<file path="config.mk">
export PLATFORM = sky130hd
export DESIGN_NAME = pc_unit_flat
export DESIGN_NICKNAME = d
export VERILOG_FILES = /design/src/rtl/core_pkg.sv /design/src/rtl/pc_unit_if.sv /design/src/rtl/branch_cmp.sv /design/src/rtl/pc_unit.sv /design/src/flat_wrapper.sv
export SDC_FILE = /design/constraint.sdc
export NUM_CORES = 1
export LEC_CHECK = 0
export BUFFER_PORTS_ARGS = -buffer_cell sky130_fd_sc_hd__buf_2
export CAP_MARGIN = 20
export CORE_UTILIZATION = 45
export DETAILED_ROUTE_END_ITERATION = 16
export GPL_ROUTABILITY_DRIVEN = 0
export HOLD_SLACK_MARGIN = 0.03
export PLACE_DENSITY = 0.87
export SLEW_MARGIN = 10
export SYNTH_ARGS = -nofsm -noshare
export SYNTH_HDL_FRONTEND = slang
export SYNTH_SLANG_ARGS = --single-unit
</file>
<file path="constraint.sdc">
create_clock -name clk -period 6.1 [get_ports clk]
set_clock_uncertainty 0.05 [all_clocks]
set_input_delay 0.915 -clock clk [delete_from_list [all_inputs] [get_ports clk]]
set_output_delay 0.915 -clock clk [all_outputs]
set_load 0.005 [all_outputs]
</file>
<file path="src/rtl/core_pkg.sv">
// Shared RV32I control constants and the PC-unit state type.
package core_pkg;

    localparam logic [6:0] OP_BRANCH = 7'b1100011;
    localparam logic [6:0] OP_JAL    = 7'b1101111;
    localparam logic [6:0] OP_JALR   = 7'b1100111;

    localparam logic [2:0] F3_BEQ  = 3'b000;
    localparam logic [2:0] F3_BNE  = 3'b001;
    localparam logic [2:0] F3_BLT  = 3'b100;
    localparam logic [2:0] F3_BGE  = 3'b101;
    localparam logic [2:0] F3_BLTU = 3'b110;
    localparam logic [2:0] F3_BGEU = 3'b111;

    typedef enum logic [0:0] {
        PC_RUN  = 1'b0,
        PC_TRAP = 1'b1
    } pc_state_t;

endpackage

</file>
<file path="src/rtl/pc_unit_if.sv">
// Control/datapath bundle between the multi-cycle control FSM and the PC unit.
interface pc_unit_if #(
    parameter int XLEN = 32
);
    logic            branch_eval;
    logic            pc_update;
    logic            trap_clear;
    logic [6:0]      opcode;
    logic [2:0]      func3;
    logic [XLEN-1:0] rs1v;
    logic [XLEN-1:0] rs2v;
    logic [XLEN-1:0] target;
    logic [XLEN-1:0] pc;
    logic [XLEN-1:0] pc_old;
    logic [XLEN-1:0] pc_plus4;
    logic            taken;
    logic            misaligned;
    logic            halted;

    modport master (
        output branch_eval, pc_update, trap_clear, opcode, func3, rs1v, rs2v, target,
        input  pc, pc_old, pc_plus4, taken, misaligned, halted
    );

    modport slave (
        input  branch_eval, pc_update, trap_clear, opcode, func3, rs1v, rs2v, target,
        output pc, pc_old, pc_plus4, taken, misaligned, halted
    );
endinterface

</file>
<file path="src/rtl/branch_cmp.sv">
// Combinational taken/not-taken decision for RV32I branches and jumps.
module branch_cmp
    import core_pkg::*;
#(
    parameter int XLEN = 32
) (
    input  logic [6:0]      opcode,
    input  logic [2:0]      func3,
    input  logic [XLEN-1:0] rs1v,
    input  logic [XLEN-1:0] rs2v,
    output logic            take
);

    always_comb begin
        take = 1'b0;
        case (opcode)
            OP_BRANCH: begin
                case (func3)
                    F3_BEQ:  take = (rs1v == rs2v);
                    F3_BNE:  take = (rs1v != rs2v);
                    F3_BLT:  take = ($signed(rs1v) <  $signed(rs2v));
                    F3_BGE:  take = ($signed(rs1v) >= $signed(rs2v));
                    F3_BLTU: take = (rs1v <  rs2v);
                    F3_BGEU: take = (rs1v >= rs2v);
                    default: take = 1'b0;
                endcase
            end
            OP_JAL, OP_JALR: take = 1'b1;
            default:         take = 1'b0;
        endcase
    end

endmodule

</file>
<file path="src/rtl/pc_unit.sv">
// Program counter with registered branch decision, misaligned-target trap
// and trap-recovery redirect.
module pc_unit
    import core_pkg::*;
#(
    parameter int              XLEN         = 32,
    parameter logic [XLEN-1:0] RESET_VECTOR = 32'h0000_0000,
    parameter logic [XLEN-1:0] TRAP_VECTOR  = 32'h0000_0100,
    parameter int              IALIGN       = 32
) (
    input logic      clk,
    input logic      rst_n,
    pc_unit_if.slave bus
);

    localparam logic CHECK_BIT1 = (IALIGN == 32);

    pc_state_t       state_reg;
    logic [XLEN-1:0] pc_reg;
    logic [XLEN-1:0] pc_old_reg;
    logic            taken_reg;
    logic            misaligned_reg;

    logic            decision;
    logic [XLEN-1:0] tgt;
    logic [XLEN-1:0] pc_plus4;
    logic [XLEN-1:0] pc_next;
    logic            align_fault;

    branch_cmp #(.XLEN(XLEN)) u_cmp (
        .opcode (bus.opcode),
        .func3  (bus.func3),
        .rs1v   (bus.rs1v),
        .rs2v   (bus.rs2v),
        .take   (decision)
    );

    // JALR clears the target LSB before it is used or alignment-checked.
    always_comb begin
        tgt = bus.target;
        if (bus.opcode == OP_JALR) begin
            tgt[0] = 1'b0;
        end
    end

    assign pc_plus4    = pc_reg + XLEN'(4);
    assign pc_next     = taken_reg ? tgt : pc_plus4;
    assign align_fault = taken_reg && CHECK_BIT1 && tgt[1];

    always_ff @(posedge clk) begin
        if (!rst_n) begin
            state_reg      <= PC_RUN;
            pc_reg         <= RESET_VECTOR;
            pc_old_reg     <= RESET_VECTOR;
            taken_reg      <= 1'b0;
            misaligned_reg <= 1'b0;
        end else begin
            case (state_reg)
                PC_RUN: begin
                    // A fresh evaluation overrides the clear caused by pc_update.
                    if (bus.branch_eval) begin
                        taken_reg <= decision;
                    end else if (bus.pc_update) begin
                        taken_reg <= 1'b0;
                    end
                    if (bus.pc_update) begin
                        if (align_fault) begin
                            misaligned_reg <= 1'b1;
                            state_reg      <= PC_TRAP;
                            taken_reg      <= 1'b0;
                        end else begin
                            pc_old_reg <= pc_reg;
                            pc_reg     <= pc_next;
                        end
                    end
                end
                PC_TRAP: begin
                    taken_reg <= 1'b0;
                    if (bus.trap_clear) begin
                        pc_old_reg     <= pc_reg;
                        pc_reg         <= TRAP_VECTOR;
                        misaligned_reg <= 1'b0;
                        state_reg      <= PC_RUN;
                    end
                end
                default: state_reg <= PC_RUN;
            endcase
        end
    end

    assign bus.pc         = pc_reg;
    assign bus.pc_old     = pc_old_reg;
    assign bus.pc_plus4   = pc_plus4;
    assign bus.taken      = taken_reg;
    assign bus.misaligned = misaligned_reg;
    assign bus.halted     = (state_reg == PC_TRAP);

endmodule

</file>
<file path="src/flat_wrapper.sv">
// flat-port wrapper written by rule: the top's interface ports become plain ports
module pc_unit_flat import core_pkg::*;
#(
    parameter int              XLEN         = 32,
    parameter logic [XLEN-1:0] RESET_VECTOR = 32'h0000_0000,
    parameter logic [XLEN-1:0] TRAP_VECTOR  = 32'h0000_0100,
    parameter int              IALIGN       = 32
)
  (clk, rst_n, bus_branch_eval, bus_pc_update, bus_trap_clear, bus_opcode, bus_func3, bus_rs1v, bus_rs2v, bus_target, bus_pc, bus_pc_old, bus_pc_plus4, bus_taken, bus_misaligned, bus_halted);
  pc_unit_if #(.XLEN(XLEN)) bus_i ();
  input logic clk;
  input logic rst_n;
  input wire logic [$bits(bus_i.branch_eval)-1:0] bus_branch_eval;
  input wire logic [$bits(bus_i.pc_update)-1:0] bus_pc_update;
  input wire logic [$bits(bus_i.trap_clear)-1:0] bus_trap_clear;
  input wire logic [$bits(bus_i.opcode)-1:0] bus_opcode;
  input wire logic [$bits(bus_i.func3)-1:0] bus_func3;
  input wire logic [$bits(bus_i.rs1v)-1:0] bus_rs1v;
  input wire logic [$bits(bus_i.rs2v)-1:0] bus_rs2v;
  input wire logic [$bits(bus_i.target)-1:0] bus_target;
  output wire logic [$bits(bus_i.pc)-1:0] bus_pc;
  output wire logic [$bits(bus_i.pc_old)-1:0] bus_pc_old;
  output wire logic [$bits(bus_i.pc_plus4)-1:0] bus_pc_plus4;
  output wire logic [$bits(bus_i.taken)-1:0] bus_taken;
  output wire logic [$bits(bus_i.misaligned)-1:0] bus_misaligned;
  output wire logic [$bits(bus_i.halted)-1:0] bus_halted;
  assign bus_i.branch_eval = bus_branch_eval;
  assign bus_i.pc_update = bus_pc_update;
  assign bus_i.trap_clear = bus_trap_clear;
  assign bus_i.opcode = bus_opcode;
  assign bus_i.func3 = bus_func3;
  assign bus_i.rs1v = bus_rs1v;
  assign bus_i.rs2v = bus_rs2v;
  assign bus_i.target = bus_target;
  assign bus_pc = bus_i.pc;
  assign bus_pc_old = bus_i.pc_old;
  assign bus_pc_plus4 = bus_i.pc_plus4;
  assign bus_taken = bus_i.taken;
  assign bus_misaligned = bus_i.misaligned;
  assign bus_halted = bus_i.halted;
  pc_unit #(.XLEN(XLEN), .RESET_VECTOR(RESET_VECTOR), .TRAP_VECTOR(TRAP_VECTOR), .IALIGN(IALIGN)) u_core (.clk(clk), .rst_n(rst_n), .bus(bus_i));
endmodule
</file>
After elaboration in Yosys (flattened, before gate mapping)
Index checks and enable logic that the tools add are counted.
{ "word_totals": {"ff_bits": 67, "latch_bits": 0, "ram_bits": 0, "romBits": 0, "inputBits": 111, "out_inout_bits": 99, "wordCells": 55, "memories": 0} }
{ "classes": {"add_sub_neg": 1, "multipliers": 0, "div": 0, "order_cmp": 4, "eq_ne": 14, "n_shift": 0, "muxes": 25, "bitwise": 1, "reduce_logical": 5} }
{ "op_table": {"columns": ["operator", "count"], "rows": [
  ["32-bit two-way mux", 7],
  ["32-bit case mux with 2 select lines", 2],
  ["32-bit >= comparator", 2],
  ["32-bit less-than comparator", 2],
  ["32-bit by 3-bit adder with 32-bit output (second input constant)", 1],
  ["32-bit == test", 1],
  ["32-bit inequality test", 1],
  ["7-bit == test (second input constant)", 3],
  ["3-bit == test (second input constant)", 4],
  ["1-bit two-way mux", 11],
  ["1-bit case mux with 2 select lines", 4],
  ["2-bit inequality test (second input constant)", 3],
  ["1-bit case mux with 6 select lines", 1],
  ["3-bit AND reduction", 2],
  ["3-bit by 1-bit == test with 1-bit output (second input constant)", 1],
  ["3-bit logical NOT", 1],
  ["2-bit by 1-bit inequality test with 1-bit output (second input constant)", 1],
  ["2-bit OR reduction", 1],
  ["1-bit logical AND", 1],
  ["1-bit inverter", 1]
]} }

Longest topological paths before layout
{ "depth": {"depth_word": 7, "depth_mapped": 10, "mapped_depth_nobuf": 10} }

Cells and area by module
From an unflattened synthesis, not the netlist that was laid out.
{ "hier_totals": {"hier_cells": 576, "hier_area_um2": 4485.6} }
{ "modules_own_cells": {"columns": ["mod", "instances", "cells_each", "area_per_inst_um2", "seq_area_each_um2"], "rows": [
  ["pc_unit", 1, 450, 3550.9, 1341.3],
  ["branch_cmp", 1, 126, 934.6, 0.0]
]} }

Worst setup path before layout
OpenSTA, ideal clock, no wires.
{ "synth_timing": {"kind": "reg-to-output", "start": "register u_core.pc_reg[2], in the netlist u_core.bus.pc[2]", "end": "output bus_pc_plus4[28]", "arrival_time_ns": 2.018, "t_required_ns": 5.135, "path_slack_ns": 3.117, "path_stages_with_launch": 10, "path_buffers": 1, "path_cell_list": "dfxtp_1 ha_1 nand3_2 or2_4 nor3_4 and3_1 buf_6 nand4_4 or2_4 xnor2_2"} }
{ "synth_via": {"elab_chain_cells": 1} }
{ "synth_rtl": {"columns": ["item", "line_no", "source"], "rows": [
  ["start, declared", "pc_unit.sv:19", "logic [XLEN-1:0] pc_reg;"],
  ["start signal, assigned", "pc_unit.sv:73", "pc_reg <= pc_next;"],
  ["32-bit by 3-bit adder with 32-bit output", "pc_unit.sv:46", "assign pc_plus4 = pc_reg + XLEN'(4);"],
  ["end, declared", "flat_wrapper.sv:23", "output wire logic [$bits(bus_i.pc_plus4)-1:0] bus_pc_plus4;"]
]} }
No other way between the ends.

Worst setup path after layout
Same ends and word-level chain as after synthesis.

==> impl_metrics.tcl <==
set metrics [dict create \
    yosysUniqueCellTypes 54 \
    grt_pass1_wl_um 19440 \
    finalSetupTns_ps 0 \
    synth-seq-cells 67 \
    cts_resized 0 \
    wl_per_cell_um 13.88 \
    cts.clk_slew.worst_paths_ps 80 \
    ff2ff_path_depth 8 \
    ys_async_sr_fraction 0 \
    start_util 0.4614 \
    first_pass_iters 4 \
    cts_num_sinks 67 \
    p_switching_w 0.0003014 \
    htree_levels 3 \
    max_slew.worst_pin.slew_ps 951.9 \
    worstReg2RegEnd "u_core.bus.pc[0]" \
    worst_setup_path_end_kind "output port" \
    ys.flop_type "dfxtp_1" \
    fin_crit_ps 3751 \
    p_leak_nw 2.866 \
    fin_nets 903 \
    final_cells 898 \
    port_buffers 209 \
    synth_nets 713 \
    hold_viol_final 0 \
    r2r_slack_ps 3140 \
    endpoint "bus_pc_plus4[28]" \
    slew_violations 0 \
    fmax_mhz 266.6 \
    final_layout_size_suffix_gt1_frac 0.3259 \
    crit_path_start "u_core.bus.pc[2]" \
    critPathLaunchType "register" \
    ios 210 \
    comb_power_share 0.181 \
    arrival_ps 2790 \
    syn_inst 569 \
    grt_pass1_vias 4242 \
    via_count 4654 \
    dpl.hpwl_um 9554 \
    drt_iter0_drc 186 \
    synth.avg_cell_area_um2 7.852 \
    clockBufferDepth 2 \
    placed_cells 881 \
    numCtsBuffers 9 \
    cts_hold_buf 0 \
    power_density_nw_per_um2 178.6 \
    grt-ovfl-total 0 \
    required_ps 5130 \
    final_common_cell "buf_2" \
    outcome "completed" \
    finalSetupViolCount 0 \
    die_area_um2 10330 \
    rr_startpoint "u_core.bus.taken" \
    synthToLayoutAreaGrowth_pct 28.65 \
    synth_edf_count 0 \
    drc_errors 0 \
    rsz0062_at_grt "false" \
    cts_root_buffer "clkbuf_8" \
    relSlewSlack 0.3654 \
    maxCapViolations 0 \
    multi_input_area_um2 2826 \
    ir_drop_mv 0.1212 \
    syn_area_um2 4468 \
    layout_common_cells "209 x buf_2, 92 x nand2_1, 66 x dfxtp_1" \
    timing.final.crit_share 0.6149 \
    fillers 899 \
    cts_setup_buffers 0 \
    postRouteAntennaNets 0 \
    path_max_fanout 8 \
    die_height_um 101.6 \
    viasPerCell 5.183 \
    cts_tree "built" \
    p_int_w 0.0007250 \
    p_seq_frac 0.451 \
    grt_usage 0.2377 \
    grt_max_degree 64 \
    core-area_um2 9684 \
    yosysSeqAreaShare 0.3002 \
    die_width_um 101.6 \
    hp-class "reg2reg" \
    regArea_um2 1343 \
    num_rows 36 \
    path_class "reg2out" \
    clock_latency_ps 340 \
    pwr-share-clk 0.368 \
    wl_um 12460 \
    antenna_found_initial 1 \
    yosys_warnings 0 \
    switching_share 0.2937 \
]
per-stage QoR:
step	util	instance area, um^2	power (W)	setup WS (ps)	hold WS [ps]
final	0.5935	5748	0.001026	2349	410.6
after global routing	0.5935	5748	0.001076	2178	439.2
after CTS	0.5933	5746	0.001035	2356	416.0
after detailed placement	0.5727	5547	0.0006583	2751	405.4
after global placement	0.5727	5547	0.0006554	2832	398.3
after floorplan	-	4468	0.0005766	3117	407.5
synth_stat cells, types with 3 or more instances:
master	count	area share
and3_1	7	0.0098
dfxtp_1	67	0.30
nand4_1	10	0.014
mux2i_1	6	0.013
nor3_1	7	0.0078
nand2_1	92	0.077
a21oi_1	39	0.044
a32o_1	3	0.0067
xor2_1	15	0.029
nor3b_1	3	0.0050
a21o_1	4	0.0067
o21ai_0	24	0.027
xnor2_1	13	0.025
ha_1	33	0.092
a21boi_0	39	0.066
nor2b_1	20	0.028
a22oi_1	8	0.013
nor2_1	34	0.029
and2_1	5	0.0070
nor4_1	3	0.0042
buf_4	4	0.0067
o211ai_1	11	0.018
inv_1	38	0.032
clkbuf_1	22	0.018
and4_1	3	0.0059
o21ai_1	3	0.0034
nand2b_1	12	0.017
nand3_1	7	0.0078
power by group through the flow:
| stage | clock network (W) | registers (W) | logic [W] |
|---|---|---|---|
| CTS | 0.000387 | 0.000462 | 0.000186 |
| global route | 0.000401 | 0.000465 | 0.000211 |
| floorplan | 0 | 0.000470 | 0.000107 |
| global placement | 0 | 0.000472 | 0.000183 |
| finish | 0.000378 | 0.000463 | 0.000186 |
| detailed placement | 0 | 0.000473 | 0.000186 |
worst min path at each step:
| stage | end | cells past startpoint | start |
|---|---|---|---|
| 2_1_floorplan | u_core.bus.pc_old[0] | 2 | u_core.bus.pc_old[0] |
| 3_3_place_gp | u_core.bus.pc_old[27] | 2 | u_core.bus.pc_old[27] |
| 3_5_place_dp | u_core.bus.pc_old[14] | 2 | u_core.bus.pc_old[14] |
| 4_1_cts | u_core.bus.pc_old[14] | 2 | u_core.bus.pc_old[14] |
| 5_1_grt | u_core.bus.pc_old[23] | 2 | u_core.bus.pc_old[23] |
| 6_report | u_core.bus.pc_old[14] | 2 | u_core.bus.pc_old[14] |
cell families after synthesis:
| family | share of synthesized area |
|---|---|
| buf+inv | 0.07057 |
| xor+xnor | 0.05853 |
| fa+ha+maj | 0.09241 |
| compound gates | 0.1999 |
| simple gates | 0.2599 |
| mux | 0.01848 |
| flops | 0.3002 |
layout make-up:
cell class	count	share of cell area
multi-input combinational	431	0.4917
sequential	67	0.2336
timing repair buffer	212	0.1859
tap	133	0.02895
inverter	38	0.02482
clock buffer	9	0.02155
clock inverter	7	0.01306
antenna	1	0.0004354
routing by layer:
| metal | vias up | global-route usage | share of wire |
|---|---|---|---|
| li1 | 2330 | - | - |
| met1 | 2096 | 0.2789 | 0.42 |
| met2 | 213 | 0.4288 | 0.49 |
| met3 | 15 | 0.05314 | 0.080 |
| met4 | 0 | 0.07246 | 0.011 |
| met5 | - | 0 | 0 |
critical path, cell delays in order (launching register included):
cell,delay (ps)
dfxtp_1,470
ha_1,250
nand3_2,140
or2_4,290
nor3_4,250
and3_1,370
nand4_4,130
or2_4,260
xnor2_2,150
buf_2,140
Note: power is estimated with default switching activity, not from simulation.
